===== src/rtl/ysyx_23060201_lsu_load_pkg.sv =====
// ---------------------------------------------------------------------------
// ysyx_23060201_lsu_load_pkg
// Shared definitions for the load-side LSU:
//   - RV32 load funct3 codes (LB/LH/LW/LBU/LHU)
//   - FSM state encoding (2 bits)
//   - helper functions classifying a load as illegal or misaligned
// ---------------------------------------------------------------------------
package ysyx_23060201_lsu_load_pkg;

  localparam logic [2:0] F3_LB  = 3'b000;
  localparam logic [2:0] F3_LH  = 3'b001;
  localparam logic [2:0] F3_LW  = 3'b010;
  localparam logic [2:0] F3_LBU = 3'b100;
  localparam logic [2:0] F3_LHU = 3'b101;

  typedef enum logic [1:0] {
    ST_IDLE = 2'd0,
    ST_AR   = 2'd1,
    ST_WAIT = 2'd2,
    ST_RESP = 2'd3
  } load_state_e;

  // True for the five load encodings RV32I defines.
  function automatic logic isLegalLoad(input logic [2:0] funct3);
    logic legal;
    legal = 1'b0;
    case (funct3)
      F3_LB, F3_LH, F3_LW, F3_LBU, F3_LHU: legal = 1'b1;
      default:                             legal = 1'b0;
    endcase
    return legal;
  endfunction

  // Halfwords need an even address, words a 4-byte aligned one.
  function automatic logic isMisaligned(input logic [2:0] funct3,
                                        input logic [1:0] addrLo);
    logic mis;
    mis = 1'b0;
    case (funct3)
      F3_LH, F3_LHU: mis = addrLo[0];
      F3_LW:         mis = |addrLo;
      default:       mis = 1'b0;
    endcase
    return mis;
  endfunction

endpackage


===== src/rtl/ysyx_23060201_lsu_load_if.sv =====
// ---------------------------------------------------------------------------
// ysyx_23060201_lsu_load_if
// Bundles the three handshakes of the load unit:
//   req_*  : EXU -> LSU load request (valid/ready, byte address, funct3)
//   mem_*  : LSU -> memory read port (AR valid/ready/addr, R valid/ready/data)
//   rsp_*  : LSU -> WBU load result (valid/ready, data, error flag)
// Modport slave is the LSU side, master is the environment (EXU/memory/WBU).
// ---------------------------------------------------------------------------
interface ysyx_23060201_lsu_load_if #(
  parameter int ADDR_WIDTH = 32,
  parameter int DATA_WIDTH = 32
);

  logic                  req_valid;
  logic                  req_ready;
  logic [ADDR_WIDTH-1:0] req_addr;
  logic [2:0]            req_funct3;

  logic                  mem_arvalid;
  logic                  mem_arready;
  logic [ADDR_WIDTH-1:0] mem_araddr;
  logic                  mem_rvalid;
  logic                  mem_rready;
  logic [DATA_WIDTH-1:0] mem_rdata;

  logic                  rsp_valid;
  logic                  rsp_ready;
  logic [DATA_WIDTH-1:0] rsp_data;
  logic                  rsp_err;

  modport slave (
    input  req_valid, req_addr, req_funct3,
    output req_ready,
    output mem_arvalid, mem_araddr, mem_rready,
    input  mem_arready, mem_rvalid, mem_rdata,
    output rsp_valid, rsp_data, rsp_err,
    input  rsp_ready
  );

  modport master (
    output req_valid, req_addr, req_funct3,
    input  req_ready,
    input  mem_arvalid, mem_araddr, mem_rready,
    output mem_arready, mem_rvalid, mem_rdata,
    input  rsp_valid, rsp_data, rsp_err,
    output rsp_ready
  );

endinterface


===== src/rtl/ysyx_23060201_lsu_load_ext.sv =====
// ---------------------------------------------------------------------------
// ysyx_23060201_lsu_load_ext
// Combinational load formatter.
//   i_rdata      : aligned 32-bit memory word
//   i_addrLo     : byte offset within the word
//   i_funct3     : load type
//   o_result     : selected byte/halfword/word, sign- or zero-extended
//   o_misaligned : access crosses its natural alignment
//   o_illegal    : funct3 is not a load encoding
// ---------------------------------------------------------------------------
module ysyx_23060201_lsu_load_ext
  import ysyx_23060201_lsu_load_pkg::*;
(
  input  logic [31:0] i_rdata,
  input  logic [1:0]  i_addrLo,
  input  logic [2:0]  i_funct3,
  output logic [31:0] o_result,
  output logic        o_misaligned,
  output logic        o_illegal
);

  logic [7:0]  w_byte;
  logic [15:0] w_half;

  // Byte lane follows addr[1:0]; halfword lane follows addr[1] only.
  assign w_byte = i_rdata[{i_addrLo, 3'b000} +: 8];
  assign w_half = i_rdata[{i_addrLo[1], 4'b0000} +: 16];

  always_comb begin
    o_result = '0;
    case (i_funct3)
      F3_LB:   o_result = {{24{w_byte[7]}}, w_byte};
      F3_LBU:  o_result = {24'd0, w_byte};
      F3_LH:   o_result = {{16{w_half[15]}}, w_half};
      F3_LHU:  o_result = {16'd0, w_half};
      F3_LW:   o_result = i_rdata;
      default: o_result = '0;
    endcase
  end

  assign o_misaligned = isMisaligned(i_funct3, i_addrLo);
  assign o_illegal    = ~isLegalLoad(i_funct3);

endmodule


===== src/rtl/ysyx_23060201_lsu_load.sv =====
// ---------------------------------------------------------------------------
// ysyx_23060201_lsu_load
// Blocking load unit: accepts one load from EXU, fetches the aligned word
// from data memory, formats it and hands the result to WBU.
//   clk    : rising-edge clock
//   rst_n  : asynchronous active-low reset
//   io_bus : request / memory-read / response handshakes (slave modport)
// Parameters: ADDR_WIDTH, DATA_WIDTH (32 for RV32), TIMEOUT_CYC (WAIT cycles
// allowed before the load is answered with an error).
// ---------------------------------------------------------------------------
module ysyx_23060201_lsu_load
  import ysyx_23060201_lsu_load_pkg::*;
#(
  parameter int ADDR_WIDTH  = 32,
  parameter int DATA_WIDTH  = 32,
  parameter int TIMEOUT_CYC = 255
) (
  input  logic                      clk,
  input  logic                      rst_n,
  ysyx_23060201_lsu_load_if.slave   io_bus
);

  localparam int               CNT_W    = $clog2(TIMEOUT_CYC + 1);
  localparam logic [CNT_W-1:0] CNT_LAST = CNT_W'(TIMEOUT_CYC - 1);

  load_state_e           r_state;
  load_state_e           w_stateNext;
  logic                  r_drain;
  logic [CNT_W-1:0]      r_cnt;
  logic [ADDR_WIDTH-1:0] r_addr;
  logic [2:0]            r_funct3;
  logic [DATA_WIDTH-1:0] r_rspData;
  logic                  r_rspErr;

  logic                  w_accept;
  logic                  w_accErr;
  logic                  w_timeout;
  logic [1:0]            w_selAddrLo;
  logic [2:0]            w_selFunct3;
  logic [DATA_WIDTH-1:0] w_extData;
  logic                  w_misaligned;
  logic                  w_illegal;

  // A single formatter serves both the accept-time legality check (live
  // request in IDLE) and the data extraction (latched request in WAIT).
  assign w_selAddrLo = (r_state == ST_IDLE) ? io_bus.req_addr[1:0] : r_addr[1:0];
  assign w_selFunct3 = (r_state == ST_IDLE) ? io_bus.req_funct3    : r_funct3;

  ysyx_23060201_lsu_load_ext u_ext (
    .i_rdata      (io_bus.mem_rdata),
    .i_addrLo     (w_selAddrLo),
    .i_funct3     (w_selFunct3),
    .o_result     (w_extData),
    .o_misaligned (w_misaligned),
    .o_illegal    (w_illegal)
  );

  assign w_accept  = io_bus.req_valid & io_bus.req_ready;
  assign w_accErr  = w_misaligned | w_illegal;
  // Fires on the TIMEOUT_CYC-th consecutive WAIT cycle without read data.
  assign w_timeout = (r_state == ST_WAIT) & ~io_bus.mem_rvalid & (r_cnt == CNT_LAST);

  // While draining, no new load may start so a late beat cannot be taken
  // as the data of a different load.
  assign io_bus.req_ready   = (r_state == ST_IDLE) & ~r_drain;
  assign io_bus.mem_arvalid = (r_state == ST_AR);
  assign io_bus.mem_araddr  = {r_addr[ADDR_WIDTH-1:2], 2'b00};
  assign io_bus.mem_rready  = (r_state == ST_WAIT) | r_drain;
  assign io_bus.rsp_valid   = (r_state == ST_RESP);
  assign io_bus.rsp_data    = r_rspData;
  assign io_bus.rsp_err     = r_rspErr;

  // State register.
  always_ff @(posedge clk or negedge rst_n) begin
    if (!rst_n) begin
      r_state <= ST_IDLE;
    end else begin
      r_state <= w_stateNext;
    end
  end

  // Next-state logic: errors detected at accept bypass memory entirely.
  always_comb begin
    w_stateNext = r_state;
    case (r_state)
      ST_IDLE: if (w_accept)              w_stateNext = w_accErr ? ST_RESP : ST_AR;
      ST_AR:   if (io_bus.mem_arready)    w_stateNext = ST_WAIT;
      ST_WAIT: if (io_bus.mem_rvalid | w_timeout) w_stateNext = ST_RESP;
      ST_RESP: if (io_bus.rsp_ready)      w_stateNext = ST_IDLE;
      default:                            w_stateNext = ST_IDLE;
    endcase
  end

  // Datapath: request latch, timeout counter, drain flag and response regs.
  always_ff @(posedge clk or negedge rst_n) begin
    if (!rst_n) begin
      r_drain   <= 1'b0;
      r_cnt     <= '0;
      r_addr    <= '0;
      r_funct3  <= '0;
      r_rspData <= '0;
      r_rspErr  <= 1'b0;
    end else begin
      if (r_drain && io_bus.mem_rvalid) begin
        r_drain <= 1'b0;
      end
      case (r_state)
        ST_IDLE: begin
          if (w_accept) begin
            r_addr   <= io_bus.req_addr;
            r_funct3 <= io_bus.req_funct3;
            if (w_accErr) begin
              r_rspData <= '0;
              r_rspErr  <= 1'b1;
            end
          end
        end
        ST_AR: begin
          if (io_bus.mem_arready) begin
            r_cnt <= '0;
          end
        end
        ST_WAIT: begin
          if (io_bus.mem_rvalid) begin
            r_rspData <= w_extData;
            r_rspErr  <= 1'b0;
          end else if (w_timeout) begin
            r_rspData <= '0;
            r_rspErr  <= 1'b1;
            r_drain   <= 1'b1;
          end else begin
            r_cnt <= r_cnt + 1'b1;
          end
        end
        default: ;
      endcase
    end
  end

endmodule


===== src/flat_wrapper.sv =====
// flat-port wrapper written by rule: the top's interface ports become plain ports
module ysyx_23060201_lsu_load_flat import ysyx_23060201_lsu_load_pkg::*;
#(
  parameter int ADDR_WIDTH  = 32,
  parameter int DATA_WIDTH  = 32,
  parameter int TIMEOUT_CYC = 255
)
  (clk, rst_n, io_bus_req_valid, io_bus_req_addr, io_bus_req_funct3, io_bus_req_ready, io_bus_mem_arvalid, io_bus_mem_araddr, io_bus_mem_rready, io_bus_mem_arready, io_bus_mem_rvalid, io_bus_mem_rdata, io_bus_rsp_valid, io_bus_rsp_data, io_bus_rsp_err, io_bus_rsp_ready);
  ysyx_23060201_lsu_load_if #(.ADDR_WIDTH(ADDR_WIDTH), .DATA_WIDTH(DATA_WIDTH)) io_bus_i ();
  input  logic clk;
  input  logic rst_n;
  input wire logic [$bits(io_bus_i.req_valid)-1:0] io_bus_req_valid;
  input wire logic [$bits(io_bus_i.req_addr)-1:0] io_bus_req_addr;
  input wire logic [$bits(io_bus_i.req_funct3)-1:0] io_bus_req_funct3;
  output wire logic [$bits(io_bus_i.req_ready)-1:0] io_bus_req_ready;
  output wire logic [$bits(io_bus_i.mem_arvalid)-1:0] io_bus_mem_arvalid;
  output wire logic [$bits(io_bus_i.mem_araddr)-1:0] io_bus_mem_araddr;
  output wire logic [$bits(io_bus_i.mem_rready)-1:0] io_bus_mem_rready;
  input wire logic [$bits(io_bus_i.mem_arready)-1:0] io_bus_mem_arready;
  input wire logic [$bits(io_bus_i.mem_rvalid)-1:0] io_bus_mem_rvalid;
  input wire logic [$bits(io_bus_i.mem_rdata)-1:0] io_bus_mem_rdata;
  output wire logic [$bits(io_bus_i.rsp_valid)-1:0] io_bus_rsp_valid;
  output wire logic [$bits(io_bus_i.rsp_data)-1:0] io_bus_rsp_data;
  output wire logic [$bits(io_bus_i.rsp_err)-1:0] io_bus_rsp_err;
  input wire logic [$bits(io_bus_i.rsp_ready)-1:0] io_bus_rsp_ready;
  assign io_bus_i.req_valid = io_bus_req_valid;
  assign io_bus_i.req_addr = io_bus_req_addr;
  assign io_bus_i.req_funct3 = io_bus_req_funct3;
  assign io_bus_req_ready = io_bus_i.req_ready;
  assign io_bus_mem_arvalid = io_bus_i.mem_arvalid;
  assign io_bus_mem_araddr = io_bus_i.mem_araddr;
  assign io_bus_mem_rready = io_bus_i.mem_rready;
  assign io_bus_i.mem_arready = io_bus_mem_arready;
  assign io_bus_i.mem_rvalid = io_bus_mem_rvalid;
  assign io_bus_i.mem_rdata = io_bus_mem_rdata;
  assign io_bus_rsp_valid = io_bus_i.rsp_valid;
  assign io_bus_rsp_data = io_bus_i.rsp_data;
  assign io_bus_rsp_err = io_bus_i.rsp_err;
  assign io_bus_i.rsp_ready = io_bus_rsp_ready;
  ysyx_23060201_lsu_load #(.ADDR_WIDTH(ADDR_WIDTH), .DATA_WIDTH(DATA_WIDTH), .TIMEOUT_CYC(TIMEOUT_CYC)) u_core (.clk(clk), .rst_n(rst_n), .io_bus(io_bus_i));
endmodule

===== config.mk =====
export PLATFORM = sky130hd
export DESIGN_NAME = ysyx_23060201_lsu_load_flat
export DESIGN_NICKNAME = d
export VERILOG_FILES = /design/src/rtl/ysyx_23060201_lsu_load_pkg.sv /design/src/rtl/ysyx_23060201_lsu_load_if.sv /design/src/rtl/ysyx_23060201_lsu_load_ext.sv /design/src/rtl/ysyx_23060201_lsu_load.sv /design/src/flat_wrapper.sv
export SDC_FILE = /design/constraint.sdc
export NUM_CORES = 1
export LEC_CHECK = 0
export CAP_MARGIN = 40
export CELL_PAD_IN_SITES_DETAIL_PLACEMENT = 2
export CELL_PAD_IN_SITES_GLOBAL_PLACEMENT = 2
export CORE_MARGIN = 2
export CORE_UTILIZATION = 32
export CTS_BUF_LIST = sky130_fd_sc_hd__clkbuf_4 sky130_fd_sc_hd__clkbuf_8 sky130_fd_sc_hd__clkbuf_16
export DETAILED_ROUTE_END_ITERATION = 12
export GPL_ROUTABILITY_DRIVEN = 0
export PLACE_DENSITY = 0.84
export SYNTH_ARGS = -nofsm -noshare
export SYNTH_HDL_FRONTEND = slang
export SYNTH_HIERARCHICAL = 1
export SYNTH_SLANG_ARGS = --single-unit

===== constraint.sdc =====
create_clock -name clk -period 6.7 [get_ports clk]
set_clock_uncertainty 0.1 [all_clocks]
set_input_delay 1.34 -clock clk [delete_from_list [all_inputs] [get_ports clk]]
set_output_delay 1.34 -clock clk [all_outputs]
set_load 0.005 [all_outputs]

==> results of run 1 <==
-- metal layers --
layer  up-vias  global-route usage  part of all wire  wire length, um
li1       1594                   -                 -                -
met2       107               0.314              0.50             6850
met1      1805               0.246              0.43             5840
met5         -                   0                 0                0
met3        13              0.0474             0.053              724
met4         0              0.0539             0.013              170
-- cells in the mapped netlist (5+ instances only) --
| master | n | share of area |
|---|---|---|
| a22o_1 | 32 | 0.063 |
| mux2_2 | 45 | 0.11 |
| nor2b_1 | 7 | 0.0098 |
| nand3_1 | 5 | 0.0056 |
| a211oi_1 | 15 | 0.025 |
| a221o_1 | 7 | 0.016 |
| inv_1 | 7 | 0.0059 |
| o221ai_1 | 6 | 0.012 |
| buf_2 | 10 | 0.011 |
| nand2_1 | 14 | 0.012 |
| dfrtp_1 | 79 | 0.44 |
| buf_4 | 36 | 0.060 |
| ha_1 | 6 | 0.017 |
| a22oi_1 | 19 | 0.032 |
| mux2i_1 | 9 | 0.020 |
| o21ai_0 | 6 | 0.0067 |
| nor2_1 | 16 | 0.013 |
| buf_6 | 9 | 0.023 |
-- cells by family (layout without fill, tap and decap cells) --
group / Yosys count / count (layout)
AO/OA/AOI/OAI: 108 / 108
flip-flops: 79 / 79
AND/OR/NAND/NOR: 67 / 67
buffers and inverters: 65 / 165
multiplexers: 57 / 57
adder cells (fa/ha/maj): 6 / 6
other: 1 / 2
-- registers in the layout, summed over array words and instances, names as in the netlist --
name and count:
u_core/r_state 2, u_core/r_addr 32, u_core/r_cnt 8, u_core/r_drain 1, u_core/r_funct3 3, u_core/io_bus.rsp_err 1
u_core/io_bus.rsp_data 32
-- critical path: stages --
cell	delay, ps
clkdlybuf4s50_1	470
mux2_2	450
nor3b_4	440
o21ai_0	190
nand2_1	100
nor2_1	50
o21a_1	220
nor2_2	590
buf_4	350
a22o_1	170
-- how the worst max path moves through the flow --
stage	end	slack [ps]	cells past startpoint
6_report	u_core/io_bus.rsp_data[24]	2480	10
5_1_grt	u_core/io_bus.rsp_data[24]	2250	10
2_1_floorplan	u_core/io_bus.rsp_data[19]	3340	10
3_5_place_dp	u_core/io_bus.rsp_data[5]	2120	10
4_1_cts	u_core/io_bus.rsp_data[24]	2470	10
3_3_place_gp	u_core/io_bus.rsp_data[22]	2320	10
-- metrics by stage --
stage	std cells	setup slack, ps
floorplan	384	3340
global placement	647	2320
detailed placement	648	2120
CTS	664	2470
global route	664	2250
finish	664	2480
-- power groups by stage --
| stage | registers (mW) | logic, mW | clock network (mW) |
|---|---|---|---|
| 2_1_floorplan | 0.768 | 1.16 | 0 |
| 3_3_place_gp | 0.790 | 1.51 | 0 |
| 3_5_place_dp | 0.802 | 1.57 | 0 |
| 4_1_cts | 0.800 | 1.59 | 0.521 |
| 5_1_grt | 0.823 | 1.70 | 0.538 |
| 6_report | 0.794 | 1.57 | 0.504 |
-- area by class of cell --
| class | instances | area [sq um] | share of cell area |
|---|---|---|---|
| Clock buffer | 13 | 262 | 0.0436 |
| Tap cell | 180 | 225 | 0.0375 |
| Multi-Input combinational cell | 240 | 2050 | 0.341 |
| Clock inverter | 3 | 42.5 | 0.00708 |
| Timing Repair Buffer | 142 | 1420 | 0.237 |
| Inverter | 7 | 26.3 | 0.00438 |
| Sequential cell | 79 | 1980 | 0.329 |
==> out/results.txt, run 1 <==
Switching power share of the total: 0.374
Largest net degree at the start of global routing: 41
Site Rows: 43
Vias per Instance: 5.30
Hold Path Cell Cnt: 1
Clock-pin slew on the worst setup and hold paths: 60 ps
Status: complete, no violations
Max-Cap Viols: 0
RSZ-0062 raised after global routing: false
CTS resizes: 0
Combinational Power Share: 0.548
CTS tree: done
Count of cell types in the netlist: 57
Layout fillers: 1,454
IO Port Bufs: 139
Synth warn: 6
Power Total: 2.87 mW
Max Fclk: 0.237 GHz
FF-to-FF End: u_core/io_bus.rsp_data[24]
Async set-reset flop share out of synthesis: 1.00
Period utilisation layout: 0.629
Worst-path maximum fanout: 24
Worst Tran Pin Value: 736 ps
DRC Markers: 0
Reg2reg path depth: 11
Top_reg_cell synth: dfrtp_1
Hold_buf cts: 0
Post-synth EDFFs: 0
Largest family of logic cells by synthesized area: compound AO/OA/AOI/OAI gates
Worst reg2reg setup slack: 2810 ps
Worst IR Drop VDD: 0.154 mV
Commonest non-fill, non-tap cell in the layout: clkdlybuf4s50_1
Remaining global-route overflow: 0
CTS root buffer: clkbuf_16
Critical path arrival: 4390 ps
Synth Area in Simple Gates: 0.0861
Post-DP Area: 5700 sq um
# Post-CTS Setup Buffers: 0
Mux contribution to synthesized area: 0.146
Number of diodes: 0
Total CTS buffers: 9
Nets@finish: 558
Critical Path Source: io_bus_req_funct3[1]
Layout cell share with drive strength beyond 1: 0.171
Worst slew margin: 0.509
Final Critical Period: 4220 ps
Area Growth Syn to Fin: 34.1%
Most frequent cells in the layout: 138 x clkdlybuf4s50_1, 79 x dfrtp_1, 45 x mux2_2, 32 x a22o_1, 19 x a22oi_1
Synthesized-area fraction occupied by adder cells: 0.0168
Clk Latency, worst-skew pair: 340 ps
Wirelength per Cell: 20.5 um
Vias: 3,519
Seq pwr share: 0.277
Clk sink count: 79
Internal Pwr Total: 1.80 mW
Drt total wl: 13,600 um
Hold EP: u_core/r_addr[15]
Final setup viols: 0
H-tree Lvls: 3
FF-to-FF Start: u_core/r_state[1]
Utilization after layout: 0.436
Iteration-0 DRC Markers: 163
Final Slew Violations: 0
CP Class: in2reg
Setup TNS: 0 ps
Core box area: 13,800 sq um
Initial Utilization: 0.325
XOR/XNOR Fraction of Synth Area: 0
Sw power: 1.07 mW
LEAKAGE: 2.45 nW
HP Class: reg2reg
Post-synthesis sequential area ratio: 0.441
Crit path launch type: primary input
Flops & latches, synth: 79
Crit end category: flip-flop
Hold path startpoint: u_core/r_addr[15]
Minimum hold slack: 406 ps
Post-route cell area: 6000 sq um
CTS Buffer Depth: 2
DIE HEIGHT: 122 um
Vias in the first global route: 3,840
DR pass1 iterations: 7
DP HPWL: 10,100 um
Die area: 15,000 sq um
Syn avg cell area: 11.7 sq um
Die X: 122 um
DRT antenna net count: 0
Req. time, crit path: 6870 ps
I/O Pins: 142
Initial antenna violation count: 0
Total GRT Usage: 0.189
Final Hold Vio Count: 0
Clock power share: 0.176
Mapped Area: 4480 sq um
First-pass GRT wire length: 21,700 um
Pwr Density: 478 nW/um^2
Compound-Gate Fraction of Synth Area: 0.206
Synth Instances: 383
Note: power is estimated with default switching activity, not from simulation.
==> run 2: changes to the inputs <==
--- a/config.mk
+++ b/config.mk
@@ -9,11 +9,11 @@
 export CELL_PAD_IN_SITES_DETAIL_PLACEMENT = 2
 export CELL_PAD_IN_SITES_GLOBAL_PLACEMENT = 2
 export CORE_MARGIN = 2
-export CORE_UTILIZATION = 32
+export CORE_UTILIZATION = 27
 export CTS_BUF_LIST = sky130_fd_sc_hd__clkbuf_4 sky130_fd_sc_hd__clkbuf_8 sky130_fd_sc_hd__clkbuf_16
 export DETAILED_ROUTE_END_ITERATION = 12
 export GPL_ROUTABILITY_DRIVEN = 0
-export PLACE_DENSITY = 0.84
+export PLACE_DENSITY = 0.76
 export SYNTH_ARGS = -nofsm -noshare
 export SYNTH_HDL_FRONTEND = slang
 export SYNTH_HIERARCHICAL = 1
==> constraint.sdc (replaced) <==
create_clock -name clk -period 3.5 [get_ports clk]
set_clock_uncertainty 0.1 [all_clocks]
set_input_delay 0.7 -clock clk [delete_from_list [all_inputs] [get_ports clk]]
set_output_delay 0.7 -clock clk [all_outputs]
set_load 0.005 [all_outputs]
==> run 2 against run 1 <==
  * Count of clock-buffer cells in the layout shrank 2
  * Largest power group unchanged
  * Via count grew 1.6%
  * Register-to-register slack worse by 2300 ps
  * Critical path depth is 2 lower
==> out/results.txt, run 2 (synthesis results as in run 1) <==
Status: complete, no violations
Die area: 17,600 sq um
Vias per Instance: 5.04
# Post-CTS Setup Buffers: 0
Seq pwr share: 0.276
Place WS: 328 ps
Worst-path maximum fanout: 19
Final Critical Period: 3020 ps
Total GRT Usage: 0.164
CTS root buffer: clkbuf_16
Critical Path Source: u_core/r_state[1]
Clock power share: 0.165
Final Slew Violations: 0
DRC Markers: 0
Reg2reg path depth: 8
Initial Utilization: 0.273
CTS tree: done
Most frequent cells in the layout: 138 x clkdlybuf4s50_1, 79 x dfrtp_1, 45 x mux2_2, 32 x a22o_1, 19 x a22oi_1
Worst reg2reg setup slack: 480 ps
Initial antenna violation count: 0
Combinational Power Share: 0.559
Sw power: 2.10 mW
Pwr Density: 905 nW/um^2
Vias in the first global route: 3,948
Req. time, crit path: 3670 ps
Setup TNS: 0 ps
First-pass GRT wire length: 22,500 um
DIE HEIGHT: 133 um
IO Port Bufs: 139
Switching power share of the total: 0.382
Worst slew margin: 0.498
Iteration-0 DRC Markers: 142
FF-to-FF End: u_core/io_bus.rsp_data[2]
Max-Cap Viols: 0
Post-route cell area: 6080 sq um
Clk Latency, worst-skew pair: 340 ps
Number of diodes: 0
Top sig layer: met4
Routed length on met1: 5980 um
WL met2: 6930 um
Worst Tran Pin Value: 752 ps
LEAKAGE: 2.47 nW
Period utilisation layout: 0.862
DRT antenna net count: 0
Post-DP Area: 5790 sq um
Layout cell share with drive strength beyond 1: 0.180
CTS Buffer Depth: 2
Max Fclk: 0.331 GHz
FF-to-FF Start: u_core/r_state[1]
Area Growth Syn to Fin: 35.7%
Final Hold Vio Count: 0
Vias: 3,576
Routed wire length on met3: 644 um
Clk sink count: 79
Crit end category: flip-flop
Final setup viols: 0
Site Rows: 47
Minimum hold slack: 243 ps
Worst IR Drop VDD: 0.344 mV
Internal Pwr Total: 3.40 mW
Commonest non-fill, non-tap cell in the layout: clkdlybuf4s50_1
Hold_buf cts: 0
Crit path launch type: flip-flop
HP Class: in2async
RSZ-0062 raised after global routing: false
Largest net degree at the start of global routing: 41
I/O Pins: 142
H-tree Lvls: 3
Layout fillers: 1,695
Die X: 133 um
Crit path capture: u_core/io_bus.rsp_data[2]
Drt total wl: 13,800 um
Utilization after layout: 0.370
DP HPWL: 10,400 um
Critical path arrival: 3190 ps
Core box area: 16,400 sq um
CP Class: reg2reg
Remaining global-route overflow: 0
Post-route setup slack: 483 ps
DR pass1 iterations: 4
Nets@finish: 563
Clock-pin slew on the worst setup and hold paths: 60 ps
Wirelength per Cell: 19.5 um
CTS resizes: 0
Total CTS buffers: 9
run 2: final cells by class:
cell class	count	area (sq um)	share of cell area
flip-flops and latches	79	1980	0.325
repair buffers	147	1460	0.241
inverters	7	26.3	0.00432
clock buffers	11	246	0.0406
multi-input cells	240	2050	0.337
clock inverters	5	41.3	0.00680
well taps	220	275	0.0453
run 2: worst min path at each step:
stage                                 end               start  slack, ps  depth (start not counted)
3_5_place_dp           u_core/r_funct3[2]  u_core/r_funct3[2]        390                          1
5_1_grt        u_core/io_bus.rsp_data[20]               rst_n        270                          1
4_1_cts         u_core/io_bus.rsp_data[5]               rst_n        260                          1
3_3_place_gp           u_core/r_funct3[1]  u_core/r_funct3[1]        390                          1
2_1_floorplan   u_core/io_bus.rsp_data[0]               rst_n        300                          0
6_report        u_core/io_bus.rsp_data[5]               rst_n        240                          1
run 2: metal layers:
layer  global-route usage  vias to the layer above
li1                     -                     1607
met1                0.208                     1846
met2                0.274                      109
met3               0.0456                       14
met4               0.0466                        0
met5                    0                        -
run 2: critical path: stages (launching register included):
cell,delay [ps]
dfrtp_1,420
inv_1,110
ha_1,320
mux2_2,440
buf_4,230
and2b_4,290
nor2b_1,610
a221o_1,290
a22o_1,140
run 2: power groups by stage:
| stage | clock network (mW) | registers [mW] | logic (mW) |
|---|---|---|---|
| after floorplan | 0 | 1.47 | 2.21 |
| final | 0.906 | 1.52 | 3.08 |
| after detailed placement | 0 | 1.54 | 3.10 |
| after global routing | 0.984 | 1.57 | 3.34 |
| after global placement | 0 | 1.52 | 2.98 |
| after CTS | 0.950 | 1.53 | 3.11 |
run 2: metrics by stage:
stage,std cells,total power [mW]
4_1_cts,709,5.59
5_1_grt,709,5.89
2_1_floorplan,384,3.68
3_3_place_gp,692,4.50
6_report,709,5.50
3_5_place_dp,693,4.64
